`src/rtl/impl_axi_wr_arbiter_if.sv`:
```
// impl_axi_wr_arbiter_if: bundles the requester-side and master-side AXI write
// channels of the arbiter.
//   req_aw_*  : per-requester write address (valid/addr in, ready out)
//   req_w_*   : per-requester single write beat (valid/data/strb in, ready out)
//   req_b_*   : per-requester write response (valid out, shared resp out, ready in)
//   m_aw_*    : master AW channel (valid/addr/id out, ready in)
//   m_w_*     : master W channel (valid/data/strb/last out, ready in)
//   m_b_*     : master B channel (valid/resp/id in, ready out)
// Modport master is the arbiter's view; modport slave is the surrounding logic.
interface impl_axi_wr_arbiter_if #(
   parameter int unsigned NUM_REQ        = 2,
   parameter int unsigned AXI_ADDR_WIDTH = 32,
   parameter int unsigned AXI_DATA_WIDTH = 32,
   parameter int unsigned AXI_ID_WIDTH   = 16
);
   localparam int unsigned STRB_W = AXI_DATA_WIDTH / 8;

   logic [NUM_REQ-1:0]                req_aw_valid_i;
   logic [NUM_REQ*AXI_ADDR_WIDTH-1:0] req_aw_addr_i;
   logic [NUM_REQ-1:0]                req_aw_ready_o;
   logic [NUM_REQ-1:0]                req_w_valid_i;
   logic [NUM_REQ*AXI_DATA_WIDTH-1:0] req_w_data_i;
   logic [NUM_REQ*STRB_W-1:0]         req_w_strb_i;
   logic [NUM_REQ-1:0]                req_w_ready_o;
   logic [NUM_REQ-1:0]                req_b_valid_o;
   logic [1:0]                        req_b_resp_o;
   logic [NUM_REQ-1:0]                req_b_ready_i;

   logic                              m_aw_valid_o;
   logic [AXI_ADDR_WIDTH-1:0]         m_aw_addr_o;
   logic [AXI_ID_WIDTH-1:0]           m_aw_id_o;
   logic                              m_aw_ready_i;
   logic                              m_w_valid_o;
   logic [AXI_DATA_WIDTH-1:0]         m_w_data_o;
   logic [STRB_W-1:0]                 m_w_strb_o;
   logic                              m_w_last_o;
   logic                              m_w_ready_i;
   logic                              m_b_valid_i;
   logic [1:0]                        m_b_resp_i;
   logic [AXI_ID_WIDTH-1:0]           m_b_id_i;
   logic                              m_b_ready_o;

   modport master (
      input  req_aw_valid_i, req_aw_addr_i, req_w_valid_i, req_w_data_i, req_w_strb_i,
             req_b_ready_i, m_aw_ready_i, m_w_ready_i, m_b_valid_i, m_b_resp_i, m_b_id_i,
      output req_aw_ready_o, req_w_ready_o, req_b_valid_o, req_b_resp_o,
             m_aw_valid_o, m_aw_addr_o, m_aw_id_o, m_w_valid_o, m_w_data_o, m_w_strb_o,
             m_w_last_o, m_b_ready_o
   );

   modport slave (
      output req_aw_valid_i, req_aw_addr_i, req_w_valid_i, req_w_data_i, req_w_strb_i,
             req_b_ready_i, m_aw_ready_i, m_w_ready_i, m_b_valid_i, m_b_resp_i, m_b_id_i,
      input  req_aw_ready_o, req_w_ready_o, req_b_valid_o, req_b_resp_o,
             m_aw_valid_o, m_aw_addr_o, m_aw_id_o, m_w_valid_o, m_w_data_o, m_w_strb_o,
             m_w_last_o, m_b_ready_o
   );
endinterface

```
`src/rtl/impl_axi_wr_arbiter.sv`:
```
// impl_axi_wr_arbiter: round-robin arbiter letting NUM_REQ single-beat write
// requesters share one AXI master port, one transaction in flight at a time.
//   clk_i     : clock
//   rst_ni    : synchronous active-low reset
//   bus       : requester and master AXI write channels (master modport)
//   grant_o   : one-hot owner of the current transaction, zero when idle
//   busy_o    : a transaction is in progress
//   err_cnt_o : saturating count of non-OKAY responses handed to requesters
module impl_axi_wr_arbiter #(
   parameter int unsigned NUM_REQ        = 2,
   parameter int unsigned AXI_ADDR_WIDTH = 32,
   parameter int unsigned AXI_DATA_WIDTH = 32,
   parameter int unsigned AXI_ID_WIDTH   = 16
) (
   input  logic                  clk_i,
   input  logic                  rst_ni,
   impl_axi_wr_arbiter_if.master bus,
   output logic [NUM_REQ-1:0]    grant_o,
   output logic                  busy_o,
   output logic [7:0]            err_cnt_o
);
   localparam int unsigned IDX_W  = (NUM_REQ > 1) ? $clog2(NUM_REQ) : 1;
   localparam int unsigned STRB_W = AXI_DATA_WIDTH / 8;

   typedef enum logic [1:0] {ST_IDLE, ST_AW, ST_W, ST_B} state_e;

   state_e                    state_q, state_d;
   logic [IDX_W-1:0]          gnt_idx_q, gnt_idx_d;
   logic [IDX_W-1:0]          rr_ptr_q, rr_ptr_d;
   logic [7:0]                err_cnt_q, err_cnt_d;

   logic [NUM_REQ-1:0]        gnt_oh;
   logic [IDX_W-1:0]          pick_idx;
   logic [IDX_W-1:0]          cand;
   logic                      pick_vld;
   logic [IDX_W-1:0]          rr_next;
   logic [AXI_ADDR_WIDTH-1:0] sel_addr;
   logic [AXI_DATA_WIDTH-1:0] sel_data;
   logic [STRB_W-1:0]         sel_strb;
   logic                      w_sel_valid;
   logic                      b_sel_ready;
   logic [1:0]                b_resp;

   assign gnt_oh      = NUM_REQ'(1) << gnt_idx_q;
   assign w_sel_valid = |(bus.req_w_valid_i & gnt_oh);
   assign b_sel_ready = |(bus.req_b_ready_i & gnt_oh);
   assign rr_next     = (gnt_idx_q == IDX_W'(NUM_REQ - 1)) ? '0 : gnt_idx_q + 1'b1;
   // A response carrying someone else's ID is reported as SLVERR to the owner.
   assign b_resp      = (bus.m_b_id_i == AXI_ID_WIDTH'(gnt_idx_q)) ? bus.m_b_resp_i : 2'b10;

   // First requesting index at or after rr_ptr, wrapping.
   always_comb begin
      pick_vld = 1'b0;
      pick_idx = '0;
      cand     = '0;
      for (int unsigned i = 0; i < NUM_REQ; i++) begin
         cand = IDX_W'((32'(rr_ptr_q) + i) % NUM_REQ);
         if (!pick_vld && bus.req_aw_valid_i[cand]) begin
            pick_vld = 1'b1;
            pick_idx = cand;
         end
      end
   end

   // Payload mux for the granted requester.
   always_comb begin
      sel_addr = '0;
      sel_data = '0;
      sel_strb = '0;
      for (int unsigned k = 0; k < NUM_REQ; k++) begin
         if (gnt_oh[k]) begin
            sel_addr = bus.req_aw_addr_i[k*AXI_ADDR_WIDTH +: AXI_ADDR_WIDTH];
            sel_data = bus.req_w_data_i[k*AXI_DATA_WIDTH +: AXI_DATA_WIDTH];
            sel_strb = bus.req_w_strb_i[k*STRB_W +: STRB_W];
         end
      end
   end

   // Next state and channel routing.
   always_comb begin
      state_d            = state_q;
      gnt_idx_d          = gnt_idx_q;
      rr_ptr_d           = rr_ptr_q;
      err_cnt_d          = err_cnt_q;
      bus.req_aw_ready_o = '0;
      bus.req_w_ready_o  = '0;
      bus.req_b_valid_o  = '0;
      bus.req_b_resp_o   = b_resp;
      bus.m_aw_valid_o   = 1'b0;
      bus.m_aw_addr_o    = sel_addr;
      bus.m_aw_id_o      = AXI_ID_WIDTH'(gnt_idx_q);
      bus.m_w_valid_o    = 1'b0;
      bus.m_w_data_o     = sel_data;
      bus.m_w_strb_o     = sel_strb;
      bus.m_w_last_o     = 1'b1;
      bus.m_b_ready_o    = 1'b0;
      unique case (state_q)
         ST_IDLE: begin
            if (pick_vld) begin
               gnt_idx_d = pick_idx;
               state_d   = ST_AW;
            end
         end
         ST_AW: begin
            bus.m_aw_valid_o   = 1'b1;
            bus.req_aw_ready_o = {NUM_REQ{bus.m_aw_ready_i}} & gnt_oh;
            if (bus.m_aw_ready_i) state_d = ST_W;
         end
         ST_W: begin
            bus.m_w_valid_o   = w_sel_valid;
            bus.req_w_ready_o = {NUM_REQ{bus.m_w_ready_i}} & gnt_oh;
            if (w_sel_valid && bus.m_w_ready_i) state_d = ST_B;
         end
         ST_B: begin
            bus.req_b_valid_o = {NUM_REQ{bus.m_b_valid_i}} & gnt_oh;
            bus.m_b_ready_o   = b_sel_ready;
            if (bus.m_b_valid_i && b_sel_ready) begin
               state_d  = ST_IDLE;
               rr_ptr_d = rr_next;
               if ((b_resp != 2'b00) && (err_cnt_q != 8'hFF)) err_cnt_d = err_cnt_q + 8'd1;
            end
         end
         default: state_d = ST_IDLE;
      endcase
   end

   // State registers.
   always_ff @(posedge clk_i) begin
      if (!rst_ni) begin
         state_q   <= ST_IDLE;
         gnt_idx_q <= '0;
         rr_ptr_q  <= '0;
         err_cnt_q <= '0;
      end else begin
         state_q   <= state_d;
         gnt_idx_q <= gnt_idx_d;
         rr_ptr_q  <= rr_ptr_d;
         err_cnt_q <= err_cnt_d;
      end
   end

   assign busy_o    = (state_q != ST_IDLE);
   assign grant_o   = (state_q != ST_IDLE) ? gnt_oh : '0;
   assign err_cnt_o = err_cnt_q;
endmodule

```
`src/flat_wrapper.sv`:
```
// flat-port wrapper written by rule: the top's interface ports become plain ports
module impl_axi_wr_arbiter_flat 
#(
   parameter int unsigned NUM_REQ        = 2,
   parameter int unsigned AXI_ADDR_WIDTH = 32,
   parameter int unsigned AXI_DATA_WIDTH = 32,
   parameter int unsigned AXI_ID_WIDTH   = 16
)
  (clk_i, rst_ni, grant_o, busy_o, err_cnt_o, bus_req_aw_valid_i, bus_req_aw_addr_i, bus_req_w_valid_i, bus_req_w_data_i, bus_req_w_strb_i, bus_req_b_ready_i, bus_m_aw_ready_i, bus_m_w_ready_i, bus_m_b_valid_i, bus_m_b_resp_i, bus_m_b_id_i, bus_req_aw_ready_o, bus_req_w_ready_o, bus_req_b_valid_o, bus_req_b_resp_o, bus_m_aw_valid_o, bus_m_aw_addr_o, bus_m_aw_id_o, bus_m_w_valid_o, bus_m_w_data_o, bus_m_w_strb_o, bus_m_w_last_o, bus_m_b_ready_o);
  impl_axi_wr_arbiter_if #(.NUM_REQ(NUM_REQ), .AXI_ADDR_WIDTH(AXI_ADDR_WIDTH), .AXI_DATA_WIDTH(AXI_DATA_WIDTH), .AXI_ID_WIDTH(AXI_ID_WIDTH)) bus_i ();
  input  logic clk_i;
  input  logic rst_ni;
  output logic [NUM_REQ-1:0] grant_o;
  output logic busy_o;
  output logic [7:0] err_cnt_o;
  input wire logic [$bits(bus_i.req_aw_valid_i)-1:0] bus_req_aw_valid_i;
  input wire logic [$bits(bus_i.req_aw_addr_i)-1:0] bus_req_aw_addr_i;
  input wire logic [$bits(bus_i.req_w_valid_i)-1:0] bus_req_w_valid_i;
  input wire logic [$bits(bus_i.req_w_data_i)-1:0] bus_req_w_data_i;
  input wire logic [$bits(bus_i.req_w_strb_i)-1:0] bus_req_w_strb_i;
  input wire logic [$bits(bus_i.req_b_ready_i)-1:0] bus_req_b_ready_i;
  input wire logic [$bits(bus_i.m_aw_ready_i)-1:0] bus_m_aw_ready_i;
  input wire logic [$bits(bus_i.m_w_ready_i)-1:0] bus_m_w_ready_i;
  input wire logic [$bits(bus_i.m_b_valid_i)-1:0] bus_m_b_valid_i;
  input wire logic [$bits(bus_i.m_b_resp_i)-1:0] bus_m_b_resp_i;
  input wire logic [$bits(bus_i.m_b_id_i)-1:0] bus_m_b_id_i;
  output wire logic [$bits(bus_i.req_aw_ready_o)-1:0] bus_req_aw_ready_o;
  output wire logic [$bits(bus_i.req_w_ready_o)-1:0] bus_req_w_ready_o;
  output wire logic [$bits(bus_i.req_b_valid_o)-1:0] bus_req_b_valid_o;
  output wire logic [$bits(bus_i.req_b_resp_o)-1:0] bus_req_b_resp_o;
  output wire logic [$bits(bus_i.m_aw_valid_o)-1:0] bus_m_aw_valid_o;
  output wire logic [$bits(bus_i.m_aw_addr_o)-1:0] bus_m_aw_addr_o;
  output wire logic [$bits(bus_i.m_aw_id_o)-1:0] bus_m_aw_id_o;
  output wire logic [$bits(bus_i.m_w_valid_o)-1:0] bus_m_w_valid_o;
  output wire logic [$bits(bus_i.m_w_data_o)-1:0] bus_m_w_data_o;
  output wire logic [$bits(bus_i.m_w_strb_o)-1:0] bus_m_w_strb_o;
  output wire logic [$bits(bus_i.m_w_last_o)-1:0] bus_m_w_last_o;
  output wire logic [$bits(bus_i.m_b_ready_o)-1:0] bus_m_b_ready_o;
  assign bus_i.req_aw_valid_i = bus_req_aw_valid_i;
  assign bus_i.req_aw_addr_i = bus_req_aw_addr_i;
  assign bus_i.req_w_valid_i = bus_req_w_valid_i;
  assign bus_i.req_w_data_i = bus_req_w_data_i;
  assign bus_i.req_w_strb_i = bus_req_w_strb_i;
  assign bus_i.req_b_ready_i = bus_req_b_ready_i;
  assign bus_i.m_aw_ready_i = bus_m_aw_ready_i;
  assign bus_i.m_w_ready_i = bus_m_w_ready_i;
  assign bus_i.m_b_valid_i = bus_m_b_valid_i;
  assign bus_i.m_b_resp_i = bus_m_b_resp_i;
  assign bus_i.m_b_id_i = bus_m_b_id_i;
  assign bus_req_aw_ready_o = bus_i.req_aw_ready_o;
  assign bus_req_w_ready_o = bus_i.req_w_ready_o;
  assign bus_req_b_valid_o = bus_i.req_b_valid_o;
  assign bus_req_b_resp_o = bus_i.req_b_resp_o;
  assign bus_m_aw_valid_o = bus_i.m_aw_valid_o;
  assign bus_m_aw_addr_o = bus_i.m_aw_addr_o;
  assign bus_m_aw_id_o = bus_i.m_aw_id_o;
  assign bus_m_w_valid_o = bus_i.m_w_valid_o;
  assign bus_m_w_data_o = bus_i.m_w_data_o;
  assign bus_m_w_strb_o = bus_i.m_w_strb_o;
  assign bus_m_w_last_o = bus_i.m_w_last_o;
  assign bus_m_b_ready_o = bus_i.m_b_ready_o;
  impl_axi_wr_arbiter #(.NUM_REQ(NUM_REQ), .AXI_ADDR_WIDTH(AXI_ADDR_WIDTH), .AXI_DATA_WIDTH(AXI_DATA_WIDTH), .AXI_ID_WIDTH(AXI_ID_WIDTH)) u_core (.clk_i(clk_i), .rst_ni(rst_ni), .bus(bus_i), .grant_o(grant_o), .busy_o(busy_o), .err_cnt_o(err_cnt_o));
endmodule
```
`config.mk`:
```
export PLATFORM = sky130hd
export DESIGN_NAME = impl_axi_wr_arbiter_flat
export DESIGN_NICKNAME = d
export VERILOG_FILES = /design/src/rtl/impl_axi_wr_arbiter_if.sv /design/src/rtl/impl_axi_wr_arbiter.sv /design/src/flat_wrapper.sv
export SDC_FILE = /design/constraint.sdc
export NUM_CORES = 1
export LEC_CHECK = 0
export ABC_CLOCK_PERIOD_IN_PS = 4059
export CAP_MARGIN = 20
export CORE_AREA = 8 8 98 100
export CTS_CLUSTER_SIZE = 25
export DETAILED_ROUTE_END_ITERATION = 8
export DIE_AREA = 0 0 106 108
export PLACE_DENSITY = 0.8
export SYNTH_ARGS = -nofsm -noshare
export SYNTH_HDL_FRONTEND = slang
export SYNTH_SLANG_ARGS = --single-unit
```
`constraint.sdc`:
```
create_clock -name clk_i -period 4.06 [get_ports clk_i]
set_input_delay 1.015 -clock clk_i [delete_from_list [all_inputs] [get_ports clk_i]]
set_output_delay 1.015 -clock clk_i [all_outputs]
set_load 0.03 [all_outputs]
```
* Word level (Yosys, flattened, before mapping)
Index checks and enable logic that the tools add are counted.
** Storage, ports and cells
- Register bits :: 12
- Bits in latches :: 0
- Bits in writable memories :: 0
- ROM bits :: 0
- Input bits :: 165
- Output and inout bits :: 107
- Logic and storage cells :: 66
- Memories kept :: 0
** Cells by class
- Add/sub/neg operators :: 3
- $mul :: 0
- Divide/modulo/power cells :: 0
- Magnitude comparators :: 2
- Eq/ne operators :: 9
- Shifts and indexed selects :: 1
- Multiplexer cells :: 28
- Bitwise operators :: 5
- Reduce and logical (&&, ||, !) cells :: 14
** Operators with widths (count)
- 32-bit 2-to-1 mux :: 4
- 2-bit 2-to-1 mux :: 9
- 16-bit by 1-bit equality test with 1-bit output :: 1
- 1-bit 2-to-1 mux :: 12
- 2-bit AND :: 5
- 8-bit by 1-bit adder with 8-bit output, second input constant :: 1
- 4-bit 2-to-1 mux :: 2
- 8-bit != test, second input constant :: 1
- 2-bit case mux with 4 select lines :: 1
- 2-bit by 1-bit != test with 1-bit output, second input constant :: 3
- 2-bit equality test, second input constant :: 2
- 1-bit logical AND :: 4
- 1-bit by 2-bit < comparator with 1-bit output, second input constant :: 2
- 2-bit AND reduction :: 2
- 4-bit AND reduction :: 1
- 2-bit nonzero test :: 2
- 2-bit OR reduction :: 2
- 3-bit AND reduction :: 1
- 1-bit adder, second input constant :: 2
- 2-bit by 1-bit equality test with 1-bit output, second input constant :: 1
- 2-bit logical NOT :: 1
- 2-bit != test, second input constant :: 1
- 1-bit by 1-bit << shifter with 2-bit output, first input constant :: 1
- 1-bit logical NOT :: 1

* Longest topological paths before layout
Gate-level depths: netlist of run 1.
- Word-level depth :: 8
- Mapped depth :: 7
- Depth with buffers taken out :: 7

* Worst setup path after synthesis of run 1
No wires, ideal clock.
- Path type :: input port to output port
- Start point :: input bus_m_b_id_i[5]
- End point :: output bus_req_b_resp_o[0]
- Arrival time :: 2086 ps
- Data required time :: 3045 ps
- Setup slack :: 959 ps
- Stages :: 3
- Cell sequence :: nor4_1 > nand2_1 > nor3_1
** Between the ends
- Word-level cells in the longest chain between the ends :: 2
** RTL lines
- start, declared :: line flat_wrapper.sv:26 : input wire logic [$bits(bus_i.m_b_id_i)-1:0] bus_m_b_id_i;
- 16-bit by 1-bit equality test with 1-bit output :: line impl_axi_wr_arbiter.sv:49 : assign b_resp = (bus.m_b_id_i == AXI_ID_WIDTH'(gnt_idx_q)) ? bus.m_b_resp_i : 2'b10;
- 2-bit 2-to-1 mux :: line impl_axi_wr_arbiter.sv:49
- end, declared :: line flat_wrapper.sv:30 : output wire logic [$bits(bus_i.req_b_resp_o)-1:0] bus_req_b_resp_o;
No other way between the ends.

* Worst setup path in the final report of run 1
- Start point :: input bus_m_b_id_i[6]
- End point :: output bus_req_b_resp_o[1]
The elaborated chain is that of the path after synthesis.

==> results.toml, run 1 <==
[timing]
relSlewSlack = 0.5672
setup_viol = 0
max_freq_ghz = 0.2613
fin_skew_ps = 0.9667
finalSetupTns_ps = 0
finalHoldViolCount = 0
rsz0062_at_grt = "false"
fin_crit_ps = 3827
period_share = 0.9425
tightest_slew_ps = 649.3
finalMaxSlewViolations = 0

[clocking]
cts_sinks = 12
post_cts_resize_count = 0
htree_levels = 1
clkSlewWorstSetupHoldPaths_ps = 50
cts_root_buf = "clkbuf_8"
clk-insertion-delay-late_ps = 240
cts_setup_buffers = 0
numCtsBuffers = 3
clockBufferDepth = 2
cts_hold_buf = 0
cts_tree = "yes"

[synth]
synth_top_area_share = 0.4381
synth_area_leaders = "mux2_2, dfxtp_1, buf_4"
synth_ff_type = "dfxtp_1"
synthTopCellsByCount = "mux2_2, buf_4, dfxtp_1, nor2_1, nand2_1"
yosysWarnings = 0
postSynthAreaPerCell_um2 = 8.740
ys_ff_latch = 12
ys_seq_area_frac = 0.1374
synthArstFlopShare = 0
synth_edf_count = 0
synth_top_area_cell = "mux2_2"
synth_most_common_cell = "mux2_2"
syn-cell-area_mm2 = 0.001748
synthCells = 200
synth.distinct_cells = 35

[global_routing]
globalRouteTotalUtil = 0.1731
grt_pass1_wl_um = 15690
grt_max_degree = 50
grt_pass1_vias = 2639
antenna_found_initial = 1
grt_overflow_total = 0

[setup_path]
cpMostUsedCell = "clkdlybuf4s50_1"
crit_path_start_kind = "primary input"
crit_end = "bus_req_b_resp_o[1]"
rr_endpoint = "u_core.err_cnt_o[5]"
critical-path-top-delay-family = "buffers and inverters"
crit_fanout = 3
slowest_delay_ps = 610
r2r_slack_ps = 1740
critical_path.slowest_cell = "clkdlybuf4s50_1"
worstPathCellList = "clkdlybuf4s50_1, nor4_1, nand3_1, or3_1, clkdlybuf4s50_1"
timing.rr.start = "u_core.gnt_idx_q"
crit_buf_inv = 2
end_kind = "output port"
startpoint = "bus_m_b_id_i[6]"
critical_path_class = "in2out"
worstPathArrival_ps = 2810
rr_worst_depth = 6
cp_num_cells = 5
cp.required_ps = 3040

[place]
dpl.hpwl_um = 9588
gp_congestion = 0.7720
dp.cells = 549
portBuffers = 255
place_area_mm2 = 0.004342

[final_layout]
fillerInstances = 736
instances_no_fill = 553
finalNetCount = 619
area_growth_pct = 151.0
fin_area_mm2 = 0.004387
n_antenna_cell = 0
drive_gt1_frac = 0.1719

[drt]
vias = 2411
first_iter_violations = 47
wl_per_cell_um = 19.47
drtPass1Iterations = 4
routed_wl_um = 10770
ant_nets = 0
drc_errors = 0
vias_per_cell = 4.360

[power_and_ir_drop]
p_leak_nw = 1.618
peakVddDrop_uv = 216.8
powerDensity_mw_per_mm2 = 305.9

[worst_hold_path]
hp-class = "reg2reg"

[floorplanning]
die-area_mm2 = 0.01145
dieHeight_um = 108
rows = 33
start_util = 0.2171
die_w_um = 106
design.core.area_mm2 = 0.008051
io_pins = 272

[outcome]
status = "complete, no violations"

[run]
cap_viol_max_count = 0
## state kept, by name (all words and copies together), names as in the netlist
register and flops:
u_core.gnt_idx_q 1, u_core.rr_ptr_q 1, u_core.err_cnt_o 8, u_core.state_q 2
## metal layers
layer	up-vias	GRT usage	wire length (um)
met5	-	0	13
met4	2	0.03317	152
met3	14	0.05057	840
met2	122	0.3441	5836
met1	1084	0.1743	3922
li1	1189	-	-
## cell families after synthesis
| logic type | Yosys count | share of synthesized area |
|---|---|---|
| compound gates | 21 | 0.09020 |
| xor+xnor | 2 | 0.01002 |
| fa+ha+maj | 5 | 0.03579 |
| buf+inv | 35 | 0.1167 |
| flops | 12 | 0.1374 |
| mux | 70 | 0.4495 |
| other cells | 2 | 0.004297 |
| simple gates | 53 | 0.1560 |
## cell usage in the layout (no fill, tap or decap), types with 4 or more instances in the layout
cell type	instances
nand3_1	7
conb_1	16
a21oi_1	4
and3_1	5
o21a_1	4
nor4_1	5
nor2b_1	4
nand2_1	10
nor2_1	12
dfxtp_1	11
clkdlybuf4s50_1	255
ha_1	5
mux2_2	68
inv_1	7
## tightest hold or removal path: stages, from the launching register on
cell and delay, ps:
dfxtp_1 350, a21oi_1 70, nor2_1 70
## where the power goes
part / internal (mW) / switching (mW) / leakage, nW / total [mW]
Combinational: 0.530 / 0.522 / 1.50 / 1.05
Clock: 0.0689 / 0.0411 / 0.0228 / 0.110
Sequential: 0.134 / 0.0465 / 0.0980 / 0.181
Total: 0.733 / 0.609 / 1.62 / 1.34
## how the worst min path moves through the flow
stage	startpoint	slack (ps)	cells past startpoint	end
detailed placement	u_core.err_cnt_o[7]	500	2	u_core.err_cnt_o[7]
global placement	u_core.err_cnt_o[7]	480	2	u_core.err_cnt_o[7]
CTS	u_core.err_cnt_o[7]	510	2	u_core.err_cnt_o[7]
finish	u_core.rr_ptr_q	520	2	u_core.rr_ptr_q
floorplan	u_core.rr_ptr_q	470	2	u_core.rr_ptr_q
global route	u_core.err_cnt_o[7]	550	2	u_core.err_cnt_o[7]
## stage by stage
| step | util | worst slack (ps) | hold WS (ps) | total power, mW |
|---|---|---|---|---|
| floorplan | - | 959.4 | 468.3 | 0.7645 |
| global placement | 0.5392 | 247.1 | 482.4 | 1.228 |
| detailed placement | 0.5392 | 226.4 | 498.2 | 1.239 |
| CTS | 0.5448 | 220.0 | 512.3 | 1.355 |
| global route | 0.5448 | 114.2 | 551.9 | 1.413 |
| finish | 0.5448 | 233.4 | 524.1 | 1.342 |
## cell type report
type	instances	area, um^2	area share
clock buffer	4	45.04	0.01027
inverter	8	30.03	0.006845
timing repair buffer	257	2580	0.5881
multi-input combinational	167	1356	0.3092
sequential	12	244.0	0.05562
tap	105	131.4	0.02995
Note: power is estimated with default switching activity, not from simulation.
==> run 2, diff against run 1 <==
- SKIP_CTS_REPAIR_TIMING: default -> 1
- SKIP_LAST_GASP: default -> 1
==> results of run 2 <==
Same layout as run 1: the final DEF is identical, and so are final timing and power.
==> run 3, diff against run 2 <==
- MAX_ROUTING_LAYER: default -> met4
==> run 3 against run 2 <==
Against the previous run:
- final area about the same
- first-iteration DRC count up 2.1%
- worst setup slack worse by 1.9 ps
- register-to-register slack about the same
- critical path depth unchanged
- sequential share of layout area about the same
- wire length down 0.24%
- non-clock buffer count unchanged
- critical path type unchanged
- largest cell class unchanged
- largest power group unchanged
==> results.toml, run 3 (synthesized netlist as in run 1, its figures left out) <==
[outcome]
status = "complete, no violations"

[timing]
rsz0062_at_grt = "false"
finalHoldViolCount = 0
finalSetupTns_ps = 0
finalMaxSlewViolations = 0
fin_crit_ps = 3828
max_freq_ghz = 0.2612
period_share = 0.9430
tightest_slew_ps = 630.1
fin_skew_ps = 1.599
relSlewSlack = 0.5799
setup_viol = 0

[final_layout]
area_growth_pct = 151.1
fillerInstances = 735
mostFrequentLayoutCells = "clkdlybuf4s50_1, mux2_2, conb_1, nor2_1, dfxtp_1"
drive_gt1_frac = 0.1719
seqCellArea_um2 = 244.0
finalNetCount = 619
layout_commonest_cell = "clkdlybuf4s50_1"
final_util = 0.5451
instances_no_fill = 554
largest_register_ffs = 8
multi_input_comb_area_mm2 = 0.001356

[drt]
drtPass1Iterations = 4
drc_errors = 0
first_iter_violations = 48
drt-met1-wl_um = 3995
top_layer = "met4"
met3_length_um = 708
wl_met2_um = 5885
ant_nets = 0
wl_per_cell_um = 19.39
routed_wl_um = 10740
vias = 2416
vias_per_cell = 4.361

[power_and_ir_drop]
switchingPower_mw = 0.6089
share_comb_of_total_power = 0.784
p_seq_frac = 0.134
finalPower_mw = 1.342
p_int_mw = 0.7328
peakVddDrop_uv = 216.8
powerDensity_mw_per_mm2 = 305.7
p_leak_nw = 1.618
clock_power_share = 0.082
switching_share = 0.4538

[place]
dp.cells = 549
gp_congestion = 0.7825
portBuffers = 255
dpl.hpwl_um = 9588

[clocking]
htree_levels = 1
cts_root_buf = "clkbuf_8"
clk-insertion-delay-late_ps = 240
clkSlewWorstSetupHoldPaths_ps = 50
numCtsBuffers = 3
cts_tree = "yes"
cts_sinks = 12
clockBufferDepth = 2

[setup_path]
critical_path_class = "in2out"
cp.required_ps = 3040
worstPathArrival_ps = 2810
rr_worst_depth = 6
crit_fanout = 3
crit_path_start_kind = "primary input"
end_kind = "output port"

[floorplanning]
io_pins = 272
die_w_um = 106
die-area_mm2 = 0.01145
rows = 33
design.core.area_mm2 = 0.008051
start_util = 0.2171
dieHeight_um = 108

[global_routing]
antenna_found_initial = 1
grt_max_degree = 50
globalRouteTotalUtil = 0.1783
grt_overflow_total = 0
grt_pass1_vias = 2640
grt_pass1_wl_um = 15680

[run]
cap_viol_max_count = 0

[worst_hold_path]
hold_depth = 2
hp-class = "reg2reg"
-- run 3: layout make-up --
class,count,area share
multi-input combinational,167,0.3090
timing repair buffer,257,0.5878
tap,105,0.02993
antenna,1,0.0005701
inverter,8,0.006842
sequential,12,0.05559
clock buffer,4,0.01026
-- run 3: path summary, 6_finish.rpt --
check                                      start  slack (ps)             endpoint
worst min-delay path             u_core.rr_ptr_q         530      u_core.rr_ptr_q
worst max register to register  u_core.gnt_idx_q        1740  u_core.err_cnt_o[5]
worst min register to register   u_core.rr_ptr_q         530      u_core.rr_ptr_q
worst max-delay path             bus_m_b_id_i[6]         230  bus_req_b_resp_o[1]
-- run 3: worst max-delay path: stages --
cell,delay (ps)
clkdlybuf4s50_1,400
nor4_1,270
nand3_1,170
or3_1,340
clkdlybuf4s50_1,610
-- run 3: through the flow --
stage	hold slack, ps	worst slack (ps)	area (um^2)
2_1_floorplan	468.3	959.4	1800
3_3_place_gp	482.4	247.1	4342
3_5_place_dp	498.2	226.4	4342
4_1_cts	512.3	220.0	4387
5_1_grt	551.9	114.2	4389
6_report	526.1	231.6	4389
-- run 3: per-layer routing --
| layer | global-route usage | up-vias |
|---|---|---|
| met2 | 0.3467 | 124 |
| met1 | 0.1771 | 1090 |
| met5 | - | - |
| met4 | 0.03317 | 0 |
| li1 | - | 1190 |
| met3 | 0.04224 | 12 |
-- run 3: power by group through the flow --
| stage | sequential (mW) | clock, mW | combinational (mW) |
|---|---|---|---|
| finish | 0.180 | 0.110 | 1.05 |
| global route | 0.187 | 0.117 | 1.11 |
| CTS | 0.182 | 0.112 | 1.06 |
| detailed placement | 0.185 | 0 | 1.05 |
| global placement | 0.183 | 0 | 1.04 |
| floorplan | 0.146 | 0 | 0.618 |
